[src/rtl/press_classifier.sv]
// Press classifier: turns a clean level into short/long/repeat strobes, press width and press count.
// Optional auto-repeat strobe enabled by defining PRESS_CLASSIFIER_REPEAT_EN.
module press_classifier #(
  parameter int CNT_W        = 16,
  parameter int LONG_TICKS   = 1000,
  parameter int REPEAT_TICKS = 200
) (
  input  logic             clock,
  input  logic             reset,
  input  logic             sig_in,
  output logic             short_pulse,
  output logic             long_pulse,
  output logic             repeat_pulse,
  output logic             hold,
  output logic [CNT_W-1:0] width,
  output logic             width_valid,
  output logic [7:0]       press_count
);
  typedef enum logic [1:0] {IDLE, PRESS, HELD} state_t;

  localparam logic [CNT_W-1:0] CNT_MAX  = '1;
  localparam logic [CNT_W-1:0] LONG_M1  = CNT_W'(LONG_TICKS - 1);
  localparam logic [CNT_W-1:0] LONG_CNT = CNT_W'(LONG_TICKS);

  state_t           state, state_nx;
  logic [CNT_W-1:0] cnt, cnt_nx, cnt_sat, width_nx;
  logic [7:0]       pc_nx;
  logic             hold_nx, short_nx, long_nx, wv_nx;

  assign cnt_sat = (cnt == CNT_MAX) ? cnt : cnt + 1'b1;

`ifdef PRESS_CLASSIFIER_REPEAT_EN
  localparam int RW = $clog2(REPEAT_TICKS + 1);
  localparam logic [RW-1:0] RCNT_LAST = RW'(REPEAT_TICKS - 1);
  logic [RW-1:0] rcnt, rcnt_nx;
  logic          rep_nx;
`endif

  always_comb begin
    state_nx = state;
    cnt_nx   = cnt;
    width_nx = width;
    pc_nx    = press_count;
    hold_nx  = hold;
    short_nx = 1'b0;
    long_nx  = 1'b0;
    wv_nx    = 1'b0;
`ifdef PRESS_CLASSIFIER_REPEAT_EN
    rcnt_nx  = rcnt;
    rep_nx   = 1'b0;
`endif
    case (state)
      IDLE: begin
        if (sig_in) begin
          state_nx = PRESS;
          cnt_nx   = CNT_W'(1);
          pc_nx    = press_count + 8'd1;
        end
      end
      PRESS: begin
        if (!sig_in) begin
          state_nx = IDLE;
          width_nx = cnt;
          wv_nx    = 1'b1;
          short_nx = 1'b1;
        end else if (cnt == LONG_M1) begin
          state_nx = HELD;
          cnt_nx   = LONG_CNT;
          long_nx  = 1'b1;
          hold_nx  = 1'b1;
`ifdef PRESS_CLASSIFIER_REPEAT_EN
          rcnt_nx  = '0;
`endif
        end else begin
          cnt_nx = cnt_sat;
        end
      end
      HELD: begin
        if (sig_in) begin
          cnt_nx = cnt_sat;
`ifdef PRESS_CLASSIFIER_REPEAT_EN
          // rcnt counts held samples since the last long/repeat strobe
          if (rcnt == RCNT_LAST) begin
            rcnt_nx = '0;
            rep_nx  = 1'b1;
          end else begin
            rcnt_nx = rcnt + 1'b1;
          end
`endif
        end else begin
          state_nx = IDLE;
          width_nx = cnt;
          wv_nx    = 1'b1;
          hold_nx  = 1'b0;
        end
      end
      default: state_nx = IDLE;
    endcase
  end

  always_ff @(posedge clock or negedge reset) begin
    if (!reset) begin
      state       <= IDLE;
      cnt         <= '0;
      width       <= '0;
      press_count <= '0;
      hold        <= 1'b0;
      short_pulse <= 1'b0;
      long_pulse  <= 1'b0;
      width_valid <= 1'b0;
    end else begin
      state       <= state_nx;
      cnt         <= cnt_nx;
      width       <= width_nx;
      press_count <= pc_nx;
      hold        <= hold_nx;
      short_pulse <= short_nx;
      long_pulse  <= long_nx;
      width_valid <= wv_nx;
    end
  end

`ifdef PRESS_CLASSIFIER_REPEAT_EN
  always_ff @(posedge clock or negedge reset) begin
    if (!reset) begin
      rcnt         <= '0;
      repeat_pulse <= 1'b0;
    end else begin
      rcnt         <= rcnt_nx;
      repeat_pulse <= rep_nx;
    end
  end
`else
  assign repeat_pulse = 1'b0;
`endif
endmodule

[config.mk]
export PLATFORM = sky130hd
export DESIGN_NAME = press_classifier
export DESIGN_NICKNAME = d
export VERILOG_FILES = /design/src/rtl/press_classifier.sv
export SDC_FILE = /design/constraint.sdc
export NUM_CORES = 1
export LEC_CHECK = 0
export ABC_CLOCK_PERIOD_IN_PS = 1800
export BUFFER_PORTS_ARGS = -buffer_cell sky130_fd_sc_hd__clkbuf_2
export CORE_MARGIN = 2
export CORE_UTILIZATION = 45
export DETAILED_ROUTE_END_ITERATION = 6
export PLACE_DENSITY = 0.67
export SLEW_MARGIN = 20
export SYNTH_ARGS = -nofsm -noshare
export SYNTH_HDL_FRONTEND = slang
export SYNTH_SLANG_ARGS = --single-unit
[constraint.sdc]
create_clock -name clock -period 1.8 [get_ports clock]
set_clock_uncertainty 0.2 [all_clocks]
set_input_delay 0.27 -clock clock [delete_from_list [all_inputs] [get_ports clock]]
set_output_delay 0.27 -clock clock [all_outputs]
set_load 0.005 [all_outputs]
==> impl_metrics.tcl, run 1 <==
set metrics [dict create \
    antenna_found_initial 0 \
    n_fill_cell 420 \
    rsz0062_at_grt "true" \
    clock_latency_ns 0.30 \
    grtUsageTotal_pct 19.6 \
    synth_edf_count 0 \
    viasPerCell 5.40 \
    power_leakage_nw 1.50 \
    drt_iter0_drc 179 \
    routabilityCongestion 0.920 \
    cts-root-buf "clkbuf_8" \
    final_area_mm2 0.00319 \
    core_area_mm2 0.00507 \
    swShare_pct 33.6 \
    synth_nets 236 \
    final_hold_viol_count 0 \
    worst-path-max-fanout 5 \
    wl_per_cell_um 14.6 \
    crit_type "flop to flop" \
    peakVddDrop_mv 0.624 \
    comb_power_share_pct 39.6 \
    min_period_over_period_pct 107 \
    grt_start_max_net_pins 47 \
    yosysWarningCount 0 \
    power_density_mw_per_mm2 1070 \
    cp_cell_sequence "inv_2 -> ha_4 -> nor4b_4 -> and4_4 -> o21bai_4 -> o31ai_2 -> a22o_1" \
    nets 310 \
    overflow 0 \
    crit_required_ns 1.79 \
    dieArea_mm2 0.00580 \
    htree_levels 2 \
    num_vias 2009 \
    cp-end-kind "flop" \
    timing.final.ws_setup_ns -0.132 \
    violations "setup timing" \
    die_h_um 76.2 \
    antenna_cells 0 \
    die_w_um 76.2 \
    setup_viol 15 \
    max_freq_mhz 518 \
    ys_ff_latch 46 \
    net-switching-power_w 0.00115 \
    drv_cap 0 \
    cts_tree "built" \
    ant_nets 0 \
    grt_pass1_vias 1946 \
    power.share.sequential_pct 38.2 \
    worstPathArrival_ns 1.93 \
    rr_worst_depth 7 \
    io_pins 32 \
    final_layout_size_suffix_gt1_share_pct 47.0 \
    maxSlewViolCount 0 \
    synth_area_per_cell_um2 10.3 \
    clk_pin_slew_worst_paths_ns 0.09 \
    cpLargestDelayFamily "simple AND/OR/NAND/NOR gates" \
    final_common_cell "dfrtp_1" \
    hpwl_um 3770 \
    p_clk_share_pct 22.3 \
    placed_area_mm2 0.00287 \
    slowest_stage "dfrtp_1" \
    cp-start-kind "flop" \
    multi_input_area_mm2 0.00124 \
    cts_sinks 46 \
    synth_seq_area_share_pct 49.1 \
    status "finished, violations left" \
    async_flop_share_pct 100 \
    cpPeakStageDelay_ns 0.39 \
    cts_made_buffers 5 \
    synthDistinctLibCells 52 \
    drtPass1Iterations 4 \
    final_cell_mix "dfrtp_1, buf_4, clkbuf_2" \
    holdPathStages 2 \
    initial_utilization_pct 46.2 \
    path_depth 7 \
    cts_buffer_depth 2 \
    internal-power_w 0.00227 \
    numPortBuffers 30 \
    place_inst 355 \
    fin_crit_ns 1.93 \
    core.rowCount 26 \
    ys.flop_type "dfrtp_1" \
    grt_pass1_wl_um 9210 \
    syn_area_mm2 0.00234 \
    seqCellArea_mm2 0.00115 \
    instances_no_fill 372 \
    drc 0 \
    area_growth_pct 36.0 \
    hold_class "input port to flop" \
    crit_buf_inv 1 \
    wirelength_um 5440 \
    syn_inst 227 \
]
power by group through the flow:
stage / Combinational (W) / Clock, W / Sequential (W)
2_1_floorplan: 0.000657 / 0 / 0.00133
3_3_place_gp: 0.00109 / 0 / 0.00132
3_5_place_dp: 0.00112 / 0 / 0.00133
4_1_cts: 0.00121 / 0.000778 / 0.00131
5_1_grt: 0.00147 / 0.000825 / 0.00133
6_report: 0.00135 / 0.000761 / 0.00131
cell families after synthesis:
kind of cell / count (synthesis) / share of synthesized area (%)
xor+xnor: 7 / 2.61
fa+ha+maj: 6 / 3.20
buf+inv: 20 / 4.54
compound gates: 54 / 14.1
simple gates: 76 / 18.2
other cells: 1 / 0.160
flops: 46 / 49.1
mux: 17 / 8.11
through the flow:
step                      hold WS (ns)  setup slack [ns]  setup TNS, ns  total power [W]  utilization, %
after detailed placement        0.0764            -0.149          -1.82          0.00245            56.6
after global placement          0.0733            -0.114         -0.866          0.00241            56.6
after floorplan                 -0.226           -0.0539         -0.154          0.00199               -
after global routing             0.105            -0.190          -2.79          0.00363            62.8
after CTS                       0.0415            -0.128          -1.54          0.00330            60.4
final                           0.0883            -0.132         -0.871          0.00342            62.8
what timing repair did:
item / CTS / global route
hold endpoints to repair: 46 / 0
setup endpoints to repair: 19 / 36
hold buffers: 1 / 0
pin swaps: 5 / 18
resized for setup: 13 / 30
buffers inserted: 5 / 3
cells in the mapped netlist, types with 5 or more instances:
master	count	area, µm²
nand4_1	8	50.1
nand3_1	9	45.0
mux2_2	16	180
a31oi_1	8	50.1
nand2_1	19	71.3
buf_2	5	25.0
inv_1	8	30.0
dfrtp_1	46	1150
nor2_1	15	56.3
a21oi_1	15	75.1
ha_1	6	75.1
o21ai_0	15	75.1
xnor2_1	5	43.8
layout make-up:
type / instances / share of cell area [%]
clock buffers: 5 / 2.16
inverters: 8 / 0.942
well taps: 70 / 2.75
repair buffers: 79 / 17.7
multi-input cells: 161 / 39.0
flip-flops and latches: 46 / 36.2
clock inverters: 3 / 1.26
routing by layer:
layer | up-vias | GRT usage [%] | part of all wire, %
met3 | 6 | 3.67 | 4.5
met1 | 977 | 26.9 | 47
li1 | 969 | - | -
met2 | 57 | 32.0 | 47
met5 | - | 0 | 0
met4 | 0 | 5.64 | 1.1
state kept, by name (all words and copies together), names as in the netlist:
name and cells:
long_pulse 1, width_valid 1, width 16, cnt 16
short_pulse 1, state 2, hold 1, press_count 8
worst paths after layout:
check,start,endpoint,slack (ns)
setup / recovery,state[0]$_DFFE_PN0P_,cnt[0]$_DFFE_PN0P_,-0.13
hold / removal,sig_in,short_pulse$_DFF_PN0_,0.09
min in group asynchronous,reset,hold$_DFFE_PN0P_,0.27
setup reg to reg,state[0]$_DFFE_PN0P_,cnt[0]$_DFFE_PN0P_,-0.13
hold reg to reg,press_count[7]$_DFFE_PN0P_,press_count[7]$_DFFE_PN0P_,0.27
max in group asynchronous,reset,cnt[11]$_DFFE_PN0P_,0.90
No activity file was read; power rests on OpenSTA's default activity.
==> inputs of run 2 (changes only) <==
- ABC_CLOCK_PERIOD_IN_PS: 1800 -> 2200
- CAP_MARGIN: unset -> 20
- PLACE_DENSITY: 0.67 -> 0.65
- clock period: 1.8 -> 2.2 ns (I/O delays scaled with it)
==> impl_metrics.tcl, run 2 (synthesis gave the netlist of run 1 again) <==
set metrics [dict create \
    status "complete, no violations" \
    cts_setup_buffers 0 \
    final_area_mm2 0.00278 \
    slowest_stage "dfrtp_1" \
    post-place-ws_ns 0.0967 \
    viasPerCell 5.45 \
    grtUsageTotal_pct 17.6 \
    drc 0 \
    cts-root-buf "clkbuf_8" \
    clk_pin_slew_worst_paths_ns 0.09 \
    hpwl_um 3500 \
    multi_input_area_mm2 0.00111 \
    post-route-util_pct 54.7 \
    cpPeakStageDelay_ns 0.43 \
    cpLargestDelayFamily "simple AND/OR/NAND/NOR gates" \
    core_area_mm2 0.00507 \
    maxSlewHeadroom_pct 65.2 \
    drv_cap 0 \
    power_density_mw_per_mm2 897 \
    cp-end-kind "flop" \
    cts_tree "built" \
    antenna_cells 0 \
    grt_pass1_wl_um 8370 \
    p_clk_share_pct 25.4 \
    cts_sinks 46 \
    max_freq_mhz 482 \
    fin_crit_ns 2.08 \
    place_inst 330 \
    hold_class "input port to flop" \
    htree_levels 2 \
    antenna_found_initial 0 \
    worst-path-max-fanout 6 \
    net-switching-power_w 0.000832 \
    io_pins 32 \
    crit_buf_inv 2 \
    final_hold_viol_count 0 \
    cts_made_buffers 5 \
    power.share.sequential_pct 43.3 \
    final_common_cell "dfrtp_1" \
    drtPass1Iterations 4 \
    drt_iter0_drc 127 \
    final_layout_size_suffix_gt1_share_pct 31.2 \
    cp_common_cell "a31oi_1" \
    crit_type "flop to flop" \
    peakVddDrop_mv 0.664 \
    worstPathArrival_ns 2.10 \
    cp-start-kind "flop" \
    cts_buffer_depth 2 \
    die_w_um 76.2 \
    setup_viol 0 \
    reg_top3 "cnt x16, width x16, press_count x8" \
    nets 277 \
    cp_cell_sequence "inv_1 -> ha_2 -> nor3_1 -> o21bai_1 -> nor3_2 -> buf_4 -> a31oi_1 -> a31oi_1" \
    ant_nets 0 \
    numPortBuffers 30 \
    final_cell_mix "dfrtp_1, clkbuf_2, nand2_1" \
    clock_latency_ns 0.30 \
    instances_no_fill 339 \
    overflow 0 \
    min_period_over_period_pct 94.4 \
    internal-power_w 0.00166 \
    timing.final.ws_setup_ns 0.124 \
    num_vias 1849 \
    seqCellArea_mm2 0.00115 \
    initial_utilization_pct 46.2 \
    wl_per_cell_um 14.2 \
    dieArea_mm2 0.00580 \
    placed_area_mm2 0.00263 \
    grt_start_max_net_pins 28 \
    comb_power_share_pct 31.3 \
    routabilityCongestion 0.843 \
    swShare_pct 33.4 \
    grt_pass1_vias 1701 \
    power_leakage_nw 1.30 \
    n_fill_cell 470 \
    die_h_um 76.2 \
    maxSlewViolCount 0 \
    tightest_slew_ns 0.522 \
    core.rowCount 26 \
    crit_required_ns 2.22 \
    total_power_w 0.00249 \
    area_growth_pct 18.4 \
    wirelength_um 4810 \
]
## run 2: power by group through the flow
stage                     registers (W)  logic, W  clock network [W]
after global routing            0.00109  0.000876           0.000675
after floorplan                 0.00109  0.000486                  0
after CTS                       0.00108  0.000768           0.000650
after global placement          0.00109  0.000748                  0
after detailed placement        0.00109  0.000763                  0
final                           0.00108  0.000779           0.000632
## run 2: repair_timing
action | in CTS | in global routing
gates resized for setup | 0 | 5
hold buffers | 1 | 0
endpoints found under the setup margin | 0 | 8
endpoints found under the hold margin | 19 | 0
## run 2: layout make-up
cell class / count / share of cell area (%)
multi-input combinational: 161 / 39.9
tap: 70 / 3.15
timing repair buffer: 46 / 10.3
clock buffer: 5 / 2.48
sequential: 46 / 41.5
inverter: 8 / 1.08
clock inverter: 3 / 1.62
## run 2: worst paths after layout
kind | start | to | slack (ns) | depth (start not counted)
worst max-delay path | state[0]$_DFFE_PN0P_ | cnt[4]$_DFFE_PN0P_ | 0.12 | 8
worst min-delay path | sig_in | short_pulse$_DFF_PN0_ | 0.11 | 2
worst max register to register | state[0]$_DFFE_PN0P_ | cnt[4]$_DFFE_PN0P_ | 0.12 | 8
worst min register to register | press_count[7]$_DFFE_PN0P_ | press_count[7]$_DFFE_PN0P_ | 0.28 | 1
max in group asynchronous | reset | cnt[14]$_DFFE_PN0P_ | 0.95 | 3
min in group asynchronous | reset | width[0]$_DFFE_PN0P_ | 0.32 | 2
## run 2: per-layer routing
| metal | wire, µm | global-route usage [%] | vias to the layer above | part of all wire [%] |
|---|---|---|---|---|
| met5 | 0 | 0 | - | 0 |
| met4 | 49 | 4.36 | 0 | 1.0 |
| li1 | - | - | 903 | - |
| met2 | 2190 | 26.9 | 51 | 46 |
| met3 | 240 | 3.32 | 6 | 5.0 |
| met1 | 2330 | 26.1 | 889 | 48 |
## run 2: stage by stage
stage / setup TNS [ns] / hold WS [ns]
6_report: 0 / 0.115
5_1_grt: -0.00164 / 0.135
4_1_cts: 0 / 0.111
3_5_place_dp: 0 / 0.131
3_3_place_gp: 0 / 0.127
2_1_floorplan: 0 / -0.166
